## config.mk

```make
export PLATFORM = sky130hd
export DESIGN_NAME = dca_lsu_txn_splitter
export DESIGN_NICKNAME = d
export VERILOG_FILES = /design/src/rtl/dca_lsu_txn_splitter.sv
export SDC_FILE = /design/constraint.sdc
export NUM_CORES = 1
export LEC_CHECK = 0
export CAP_MARGIN = 15
export CORE_UTILIZATION = 55
export DETAILED_ROUTE_END_ITERATION = 7
export HOLD_SLACK_MARGIN = 0.1
export PLACE_DENSITY = 0.77
export REMOVE_ABC_BUFFERS = 1
export SLEW_MARGIN = 20
export SYNTH_ARGS = -nofsm -noshare
export SYNTH_HDL_FRONTEND = slang
export SYNTH_SLANG_ARGS = --single-unit
export TNS_END_PERCENT = 50
```

## constraint.sdc

```tcl
create_clock -name clk -period 5.3 [get_ports clk]
set_input_delay 1.06 -clock clk [delete_from_list [all_inputs] [get_ports clk]]
set_output_delay 1.06 -clock clk [all_outputs]
set_load 0.02 [all_outputs]
```

## src/rtl/dca_lsu_txn_splitter.sv

```systemverilog
// Transaction-info splitter for the matrix LSU. Descriptors {last, chain, alen, bitaddr} whose
// burst exceeds MAX_ALEN+1 beats are cut into AXI-legal sub-bursts with advancing addresses.
// All emitted descriptors are buffered in a small FIFO toward the address channel.
module dca_lsu_txn_splitter #(
   parameter int BW_BITADDR  = 32,
   parameter int BW_ALEN     = 8,
   parameter int BW_BEAT     = 32,
   parameter int MAX_ALEN    = 15,
   parameter int SPLIT_EN    = 1,
   parameter int FIFO_DEPTH  = 4,
   localparam int BW_TXN_INFO = BW_BITADDR + BW_ALEN + 2
) (
   input  logic                   clk,
   input  logic                   rstnn,
   input  logic                   clear,
   input  logic                   enable,
   output logic                   sinfo_ready,
   input  logic                   sinfo_valid,
   input  logic [BW_TXN_INFO-1:0] sinfo,
   output logic                   minfo_ready,
   output logic [BW_TXN_INFO-1:0] minfo,
   input  logic                   minfo_request,
   output logic                   busy,
   output logic [15:0]            split_count
);

   localparam int LP_PTR_W = (FIFO_DEPTH > 1) ? $clog2(FIFO_DEPTH) : 1;
   localparam int LP_CNT_W = $clog2(FIFO_DEPTH + 1);

   localparam logic [0:0] LP_ST_IDLE  = 1'b0;
   localparam logic [0:0] LP_ST_SPLIT = 1'b1;

   localparam logic [BW_ALEN-1:0]    LP_MAX_ALEN  = BW_ALEN'(MAX_ALEN);
   localparam logic [BW_ALEN-1:0]    LP_STEP_ALEN = BW_ALEN'(MAX_ALEN + 1);
   localparam logic [BW_BITADDR-1:0] LP_ADDR_STEP = BW_BITADDR'((MAX_ALEN + 1) * BW_BEAT);
   localparam logic [LP_CNT_W-1:0]   LP_FULL_CNT  = LP_CNT_W'(FIFO_DEPTH);
   localparam logic [LP_PTR_W-1:0]   LP_LAST_PTR  = LP_PTR_W'(FIFO_DEPTH - 1);

   // Split state
   logic [0:0]            r_state;
   logic [BW_ALEN-1:0]    r_rem_alen;
   logic [BW_BITADDR-1:0] r_next_addr;
   logic                  r_last;
   logic                  r_chain;
   logic [15:0]           r_split_count;

   // Output FIFO
   logic [BW_TXN_INFO-1:0] r_mem [FIFO_DEPTH];
   logic [LP_PTR_W-1:0]    r_wptr;
   logic [LP_PTR_W-1:0]    r_rptr;
   logic [LP_CNT_W-1:0]    r_count;

   logic                   w_run;
   logic                   w_fifo_wready;
   logic                   w_accept;
   logic                   w_pop;
   logic                   w_s_last;
   logic                   w_s_chain;
   logic [BW_ALEN-1:0]     w_s_alen;
   logic [BW_BITADDR-1:0]  w_s_addr;
   logic                   w_s_split;
   logic                   w_r_more;

   logic                   w_push;
   logic [BW_TXN_INFO-1:0] w_push_data;
   logic [0:0]             w_state_d;
   logic [BW_ALEN-1:0]     w_rem_alen_d;
   logic [BW_BITADDR-1:0]  w_next_addr_d;
   logic                   w_last_d;
   logic                   w_chain_d;
   logic                   w_split_inc;

   assign w_s_last  = sinfo[BW_TXN_INFO-1];
   assign w_s_chain = sinfo[BW_TXN_INFO-2];
   assign w_s_alen  = sinfo[BW_BITADDR +: BW_ALEN];
   assign w_s_addr  = sinfo[BW_BITADDR-1:0];

   assign w_run         = enable & ~clear;
   assign w_fifo_wready = (r_count != LP_FULL_CNT);
   // rstnn gates ready so nothing is offered while the block is held in reset
   assign sinfo_ready   = rstnn & w_run & w_fifo_wready & (r_state == LP_ST_IDLE);
   assign w_accept      = sinfo_valid & sinfo_ready;
   assign w_pop         = w_run & minfo_request & (r_count != '0);
   assign w_s_split     = (SPLIT_EN != 0) && (w_s_alen > LP_MAX_ALEN);
   // Compare before subtract, so the remainder can never underflow
   assign w_r_more      = (r_rem_alen > LP_MAX_ALEN);

   assign minfo_ready = (r_count != '0);
   assign minfo       = minfo_ready ? r_mem[r_rptr] : '0;
   assign busy        = (r_state == LP_ST_SPLIT) | minfo_ready;
   assign split_count = r_split_count;

   // Next-state and push selection for the IDLE/SPLIT machine
   always_comb begin
      w_push        = 1'b0;
      w_push_data   = sinfo;
      w_state_d     = r_state;
      w_rem_alen_d  = r_rem_alen;
      w_next_addr_d = r_next_addr;
      w_last_d      = r_last;
      w_chain_d     = r_chain;
      w_split_inc   = 1'b0;
      case (r_state)
         LP_ST_IDLE: begin
            if (w_accept) begin
               w_push = 1'b1;
               if (w_s_split) begin
                  w_push_data   = {1'b0, 1'b1, LP_MAX_ALEN, w_s_addr};
                  w_rem_alen_d  = w_s_alen - LP_STEP_ALEN;
                  w_next_addr_d = w_s_addr + LP_ADDR_STEP;
                  w_last_d      = w_s_last;
                  w_chain_d     = w_s_chain;
                  w_split_inc   = 1'b1;
                  w_state_d     = LP_ST_SPLIT;
               end
            end
         end
         LP_ST_SPLIT: begin
            if (w_run && w_fifo_wready) begin
               w_push = 1'b1;
               if (w_r_more) begin
                  w_push_data   = {1'b0, 1'b1, LP_MAX_ALEN, r_next_addr};
                  w_rem_alen_d  = r_rem_alen - LP_STEP_ALEN;
                  w_next_addr_d = r_next_addr + LP_ADDR_STEP;
                  w_split_inc   = 1'b1;
               end else begin
                  w_push_data = {r_last, r_chain, r_rem_alen, r_next_addr};
                  w_state_d   = LP_ST_IDLE;
               end
            end
         end
         default: w_state_d = LP_ST_IDLE;
      endcase
   end

   // Split state registers; clear discards any remainder
   always_ff @(posedge clk or negedge rstnn) begin
      if (!rstnn) begin
         r_state     <= LP_ST_IDLE;
         r_rem_alen  <= '0;
         r_next_addr <= '0;
         r_last      <= 1'b0;
         r_chain     <= 1'b0;
      end else if (clear) begin
         r_state     <= LP_ST_IDLE;
         r_rem_alen  <= '0;
         r_next_addr <= '0;
         r_last      <= 1'b0;
         r_chain     <= 1'b0;
      end else if (enable) begin
         r_state     <= w_state_d;
         r_rem_alen  <= w_rem_alen_d;
         r_next_addr <= w_next_addr_d;
         r_last      <= w_last_d;
         r_chain     <= w_chain_d;
      end
   end

   // Saturating count of extra sub-bursts; survives clear
   always_ff @(posedge clk or negedge rstnn) begin
      if (!rstnn) begin
         r_split_count <= '0;
      end else if (w_run && w_split_inc && (r_split_count != 16'hFFFF)) begin
         r_split_count <= r_split_count + 16'd1;
      end
   end

   // FIFO pointers and occupancy; full status uses current occupancy only
   always_ff @(posedge clk or negedge rstnn) begin
      if (!rstnn) begin
         r_wptr  <= '0;
         r_rptr  <= '0;
         r_count <= '0;
      end else if (clear) begin
         r_wptr  <= '0;
         r_rptr  <= '0;
         r_count <= '0;
      end else begin
         if (w_push) begin
            r_wptr <= (r_wptr == LP_LAST_PTR) ? '0 : r_wptr + 1'b1;
         end
         if (w_pop) begin
            r_rptr <= (r_rptr == LP_LAST_PTR) ? '0 : r_rptr + 1'b1;
         end
         r_count <= r_count + LP_CNT_W'(w_push) - LP_CNT_W'(w_pop);
      end
   end

   // FIFO storage; contents are masked on minfo while empty
   always_ff @(posedge clk) begin
      if (w_push) begin
         r_mem[r_wptr] <= w_push_data;
      end
   end

endmodule

```

==> flow_summary_export.csv, run 1 <==
group,metric,value,unit
clock_network,cts_resized,0,
worst_hold_path,hold_path_class,"reg -> reg",
clock_network,postCtsSetupBuffers,0,
route,drt_iter0_drc,508,
sta,fin_crit,4.09,ns
place,hpwlAfterDp,15.4,mm
floorplan,ios,109,
cells_and_area,n_antenna_cell,0,
grt,grt_usage,25.5,%
cells_and_area,final_layout_size_suffix_gt1_share,16.8,%
clock_network,cts_tree,"done",
yosys,synth_top_area_cell,"edfxtp_1",
power_and_ir_drop,leakagePower,4.54,nW
cells_and_area,area_growth,19.7,%
sta,finalHoldViolCount,0,
floorplan,die_w,143,um
route,vias,6862,
yosys,ys_seq_elements,234,
grt,grt_pass1_vias,7248,
yosys,yosys_most_used_dff,"edfxtp_1",
worst_setup_path,criticalPathCategory,"reg -> out",
clock_network,cts-root-buf,"clkbuf_16",
sta,fmax,244,MHz
place,place_congestion,0.847,
sta,tightest_slew,1.09,ns
route,wl_per_cell,21.8,um
yosys,synthArstFlopShare,28.2,%
worst_setup_path,cp-start-kind,"flip-flop",
sta,fin_crit_sh,77.3,%
floorplan,rows,51,
sta,max_slew_margin,27.0,%
grt,grt_pass1_wl,39.4,mm
cells_and_area,layout.cells.non_filler,1148,
floorplan,core_area,19500,sq um
grt,grt_overflow,0,
worst_setup_path,crit_path_max_fanout,18,
worst_setup_path,worst_setup_path_end_kind,"primary output",
sta,totalNegativeSetupSlack,0,ns
clock_network,clk_pin_slew,0.06,ns
clock_network,cts.sinks,234,
yosys,synth.distinct_cells,65,
sta,rsz0062_at_grt,"no",
yosys,synth.top_cell.area_share,46.1,%
worst_setup_path,worstPathArrival,3.03,ns
sta,setup_viol,0,
worst_setup_path,worstPathRequired,4.24,ns
yosys,ys_seq_area_share,61.2,%
sta,drv_slew,0,
clock_network,cts-hold-fix-buffers,0,
route,drtPass1Iterations,5,
cells_and_area,nets,923,
floorplan,initial_utilization,56.2,%
clock_network,cts.path.max_buffers,3,
yosys,synth-edff-count,168,
clock_network,clkLatencyLatePin,0.51,ns
yosys,synthCells,760,
route,antenna_left,0,
power_and_ir_drop,powerDensity,331,nW/um^2
yosys,synth_area_leaders,"edfxtp_1, dfrtp_1, mux4_2, mux2_2, and2_1",
clock_network,cts_inserted_buffers,25,
place,port-buffer-count,108,
floorplan,dieHeight,143,um
grt,grt_max_degree,67,
yosys,yosys_warnings,0,
power_and_ir_drop,peakVddDrop,199,uV
route,wirelength,25.0,mm
yosys,synthTopCellsByCount,"edfxtp_1, dfrtp_1, and2_1",
route,post-route-drc-count,0,
route,vias_per_cell,5.98,
run,maxCapViolCount,0,
sta,fin_skew,0.0120,ns
yosys,synth.most_common_cell,"edfxtp_1",
clock_network,cts.htree.levels,1,
grt,antenna_found_initial,0,
run_status,status,"finished clean",
cells_and_area,final_util,67.2,%
yosys,syn_area_per_cell,14.4,sq um
yosys,syn_area,10900,sq um
floorplan,die-area,20500,sq um
place,placedCellCount,1103,
## routing by layer
metal	GRT usage, %	share of wire (%)
met1	33.4	42
met2	44.5	50
met3	3.25	5.2
met4	7.98	2.5
met5	0	0
## worst max-delay path, cell delays in order (launching register included)
cell and delay [ns]:
dfrtp_2 0.75, buf_4 0.45, mux4_2 0.57, and2_1 0.19
clkdlybuf4s50_1 0.54
## power by group
group	total, mW	internal [mW]	switching, mW
Combinational	0.568	0.266	0.302
Clock	1.71	1.03	0.684
Sequential	2.06	2.01	0.0483
## registers in the layout, summed over array words and instances, names as in the netlist
signal       cells
r_next_addr     32
r_wptr           2
r_last           1
r_mem          168
r_count          3
r_rptr           2
r_state          1
r_rem_alen       8
r_chain          1
split_count     16
## kinds of logic after synthesis
group | Yosys count | synth area share, %
fa+ha+maj | 10 | 1.21
xor+xnor | 33 | 2.64
buf+inv | 57 | 2.41
flops | 234 | 61.2
mux | 101 | 14.5
compound gates | 86 | 5.39
simple gates | 239 | 12.6
## cell type report
class,instances,area (sq um)
clock inverters,7,58.8
fillers,1363,6370
well taps,265,332
multi-input cells,469,4010
repair buffers,122,1180
flip-flops and latches,234,6700
clock buffers,38,756
inverters,13,48.8
## path summary, 6_finish.rpt
| check | start | end | slack, ns | cells past startpoint |
|---|---|---|---|---|
| min in group asynchronous | rstnn | split_count[4] | 0.79 | 2 |
| min | split_count[8] | split_count[8] | 0.53 | 1 |
| max reg2reg | r_state | r_mem[3][39] | 2.14 | 6 |
| min reg2reg | split_count[8] | split_count[8] | 0.53 | 1 |
| max in group asynchronous | rstnn | r_rptr[0] | 3.80 | 2 |
| max | r_rptr[0] | minfo[20] | 1.21 | 4 |
## layout by cell type, fill, tap and decap left out, drive strengths merged, types with 17 or more instances in the layout
master         instances
edfxtp               168
and2                  49
nor2                  20
clkbuf                38
nand4                 17
o21ai                 32
mux2i                 20
dfrtp                 66
nand3b                17
nand2                 43
mux4                  42
nand2b                20
nand3                 25
mux2                  39
xnor2                 23
clkdlybuf4s50        107
## per-stage QoR
| step | hold WS [ns] | instance area [sq um] | power (mW) | setup WS (ns) |
|---|---|---|---|---|
| floorplan | 0.490 | 10700 | 2.38 | -0.0775 |
| global placement | 0.511 | 12300 | 2.64 | 1.44 |
| detailed placement | 0.520 | 12300 | 2.66 | 1.34 |
| CTS | 0.534 | 13100 | 4.36 | 1.15 |
| global route | 0.550 | 13100 | 4.47 | 1.05 |
| finish | 0.533 | 13100 | 4.34 | 1.21 |
Note: power is estimated with default switching activity, not from simulation.
==> run 2: changes to the inputs <==
- clock period: 5.3 -> 3.9 ns (I/O delays scaled with it)
==> flow_summary_export.csv, run 2 (synthesis results as in run 1) <==
group,metric,value,unit
run_status,status,"finished clean",
grt,grt_pass1_vias,7293,
cells_and_area,final_common_cell,"edfxtp_1",
clock_network,clkLatencyLatePin,0.53,ns
clock_network,cts.sinks,234,
sta,finalHoldViolCount,0,
clock_network,cts.path.max_buffers,3,
sta,setup_viol,0,
floorplan,core_area,19500,sq um
worst_setup_path,worstPathArrival,2.80,ns
cells_and_area,area_growth,21.0,%
worst_setup_path,worstPathRequired,3.12,ns
sta,rsz0062_at_grt,"no",
worst_setup_path,worst_setup_path_end_kind,"primary output",
cells_and_area,most-common-layout-cells,"edfxtp_1, clkdlybuf4s50_1, dfrtp_1, and2_1, nand2_1",
grt,grt_pass1_wl,38.8,mm
route,vias_per_cell,5.97,
run,maxCapViolCount,0,
grt,grt_overflow,0,
place,place_congestion,0.919,
place,hpwlAfterDp,14.9,mm
sta,max_slew_margin,36.9,%
route,antenna_left,0,
sta,fmax,280,MHz
sta,fin_crit_sh,91.7,%
route,drt_iter0_drc,419,
clock_network,cts-root-buf,"clkbuf_16",
clock_network,cts_inserted_buffers,25,
worst_setup_path,cp-start-kind,"flip-flop",
cells_and_area,nets,932,
floorplan,dieHeight,143,um
route,post-route-drc-count,0,
sta,tightest_slew,0.946,ns
worst_setup_path,cp_slowest_stage_delay,0.71,ns
worst_setup_path,worstPathCellList,"buf_12, mux4_2, and2_1, clkdlybuf4s50_1",
cells_and_area,top_register,"r_mem",
sta,fin_crit,3.58,ns
floorplan,ios,109,
cells_and_area,final_layout_size_suffix_gt1_share,18.1,%
cells_and_area,largest_reg_flops,168,
grt,grt_usage,24.8,%
route,vias,6921,
clock_network,postCtsSetupBuffers,0,
clock_network,cts.htree.levels,1,
floorplan,die_w,143,um
sta,totalNegativeSetupSlack,0,ns
sta,fin_skew,0.0255,ns
place,port-buffer-count,108,
route,wirelength,24.0,mm
worst_setup_path,crit_slowest_cell,"dfrtp_2",
power_and_ir_drop,p_total,5.93,mW
floorplan,initial_utilization,56.2,%
clock_network,cts_tree,"done",
route,wl_per_cell,20.7,um
worst_setup_path,criticalPathCategory,"reg -> out",
floorplan,die-area,20500,sq um
route,drtPass1Iterations,5,
floorplan,rows,51,
clock_network,clk_pin_slew,0.06,ns
worst_hold_path,hold_path_class,"reg -> reg",
clock_network,cts-hold-fix-buffers,0,
grt,grt_max_degree,67,
worst_setup_path,crit_path_max_fanout,20,
power_and_ir_drop,peakVddDrop,345,uV
clock_network,cts_resized,0,
power_and_ir_drop,powerDensity,448,nW/um^2
cells_and_area,fillers,1340,
power_and_ir_drop,leakagePower,4.61,nW
grt,antenna_found_initial,1,
sta,drv_slew,0,
## run 2: routing by layer
layer	vias to the layer above	share of wire (%)	global-route usage [%]
met3	33	6.6	3.89
li1	3123	-	-
met5	-	0	0
met2	246	50	42.1
met4	0	1.3	6.40
met1	3519	42	33.6
## run 2: where the power goes
part / total (mW) / switching (mW) / internal [mW]
sequential: 2.80 / 0.0633 / 2.73
combinational: 0.776 / 0.407 / 0.369
clock: 2.35 / 0.966 / 1.39
## run 2: layout make-up
cell class,instances,area (sq um),area share (%)
multi-input cells,469,4010,30.3
flip-flops and latches,234,6700,50.6
diodes,1,2.50,0.0189
clock inverters,15,138,1.04
inverters,13,48.8,0.369
clock buffers,31,688,5.20
well taps,265,332,2.51
repair buffers,131,1310,9.91
## run 2: worst max-delay path, delay by kind of cell, from the launching register on
family | cells | cell delay [ns]
buffers and inverters | 2 | 0.82
DFF | 1 | 0.71
muxes | 1 | 0.54
and+or+nand+nor | 1 | 0.19
## run 2: final timing paths
check / from / end / slack [ns] / cells past startpoint
worst max-delay path: r_rptr[0] / minfo[19] / 0.32 / 4
worst min-delay path: split_count[5] / split_count[5] / 0.53 / 1
worst max register to register: r_count[1] / r_count[2] / 0.88 / 9
worst min register to register: split_count[5] / split_count[5] / 0.53 / 1
max in group asynchronous: rstnn / r_rptr[1] / 2.71 / 2
min in group asynchronous: rstnn / split_count[10] / 0.54 / 2
## run 2: stage by stage
| stage | hold slack (ns) | cell area, sq um | std cells | util, % | setup WS, ns |
|---|---|---|---|---|---|
| final | 0.534 | 13200 | 1159 | 68.0 | 0.325 |
| after global routing | 0.566 | 13200 | 1158 | 68.0 | 0.180 |
| after CTS | 0.535 | 13200 | 1158 | 68.0 | 0.267 |
| after detailed placement | 0.522 | 12400 | 1112 | 63.7 | 0.524 |
| after global placement | 0.504 | 12400 | 1112 | 63.7 | 0.616 |
| after floorplan | 0.484 | 10700 | 716 | - | -1.48 |
==> run 3: changes to the inputs <==
- TNS_END_PERCENT: 50 -> 100
==> results of run 3 <==
No change in the layout: final DEF, timing and power equal those of run 2.
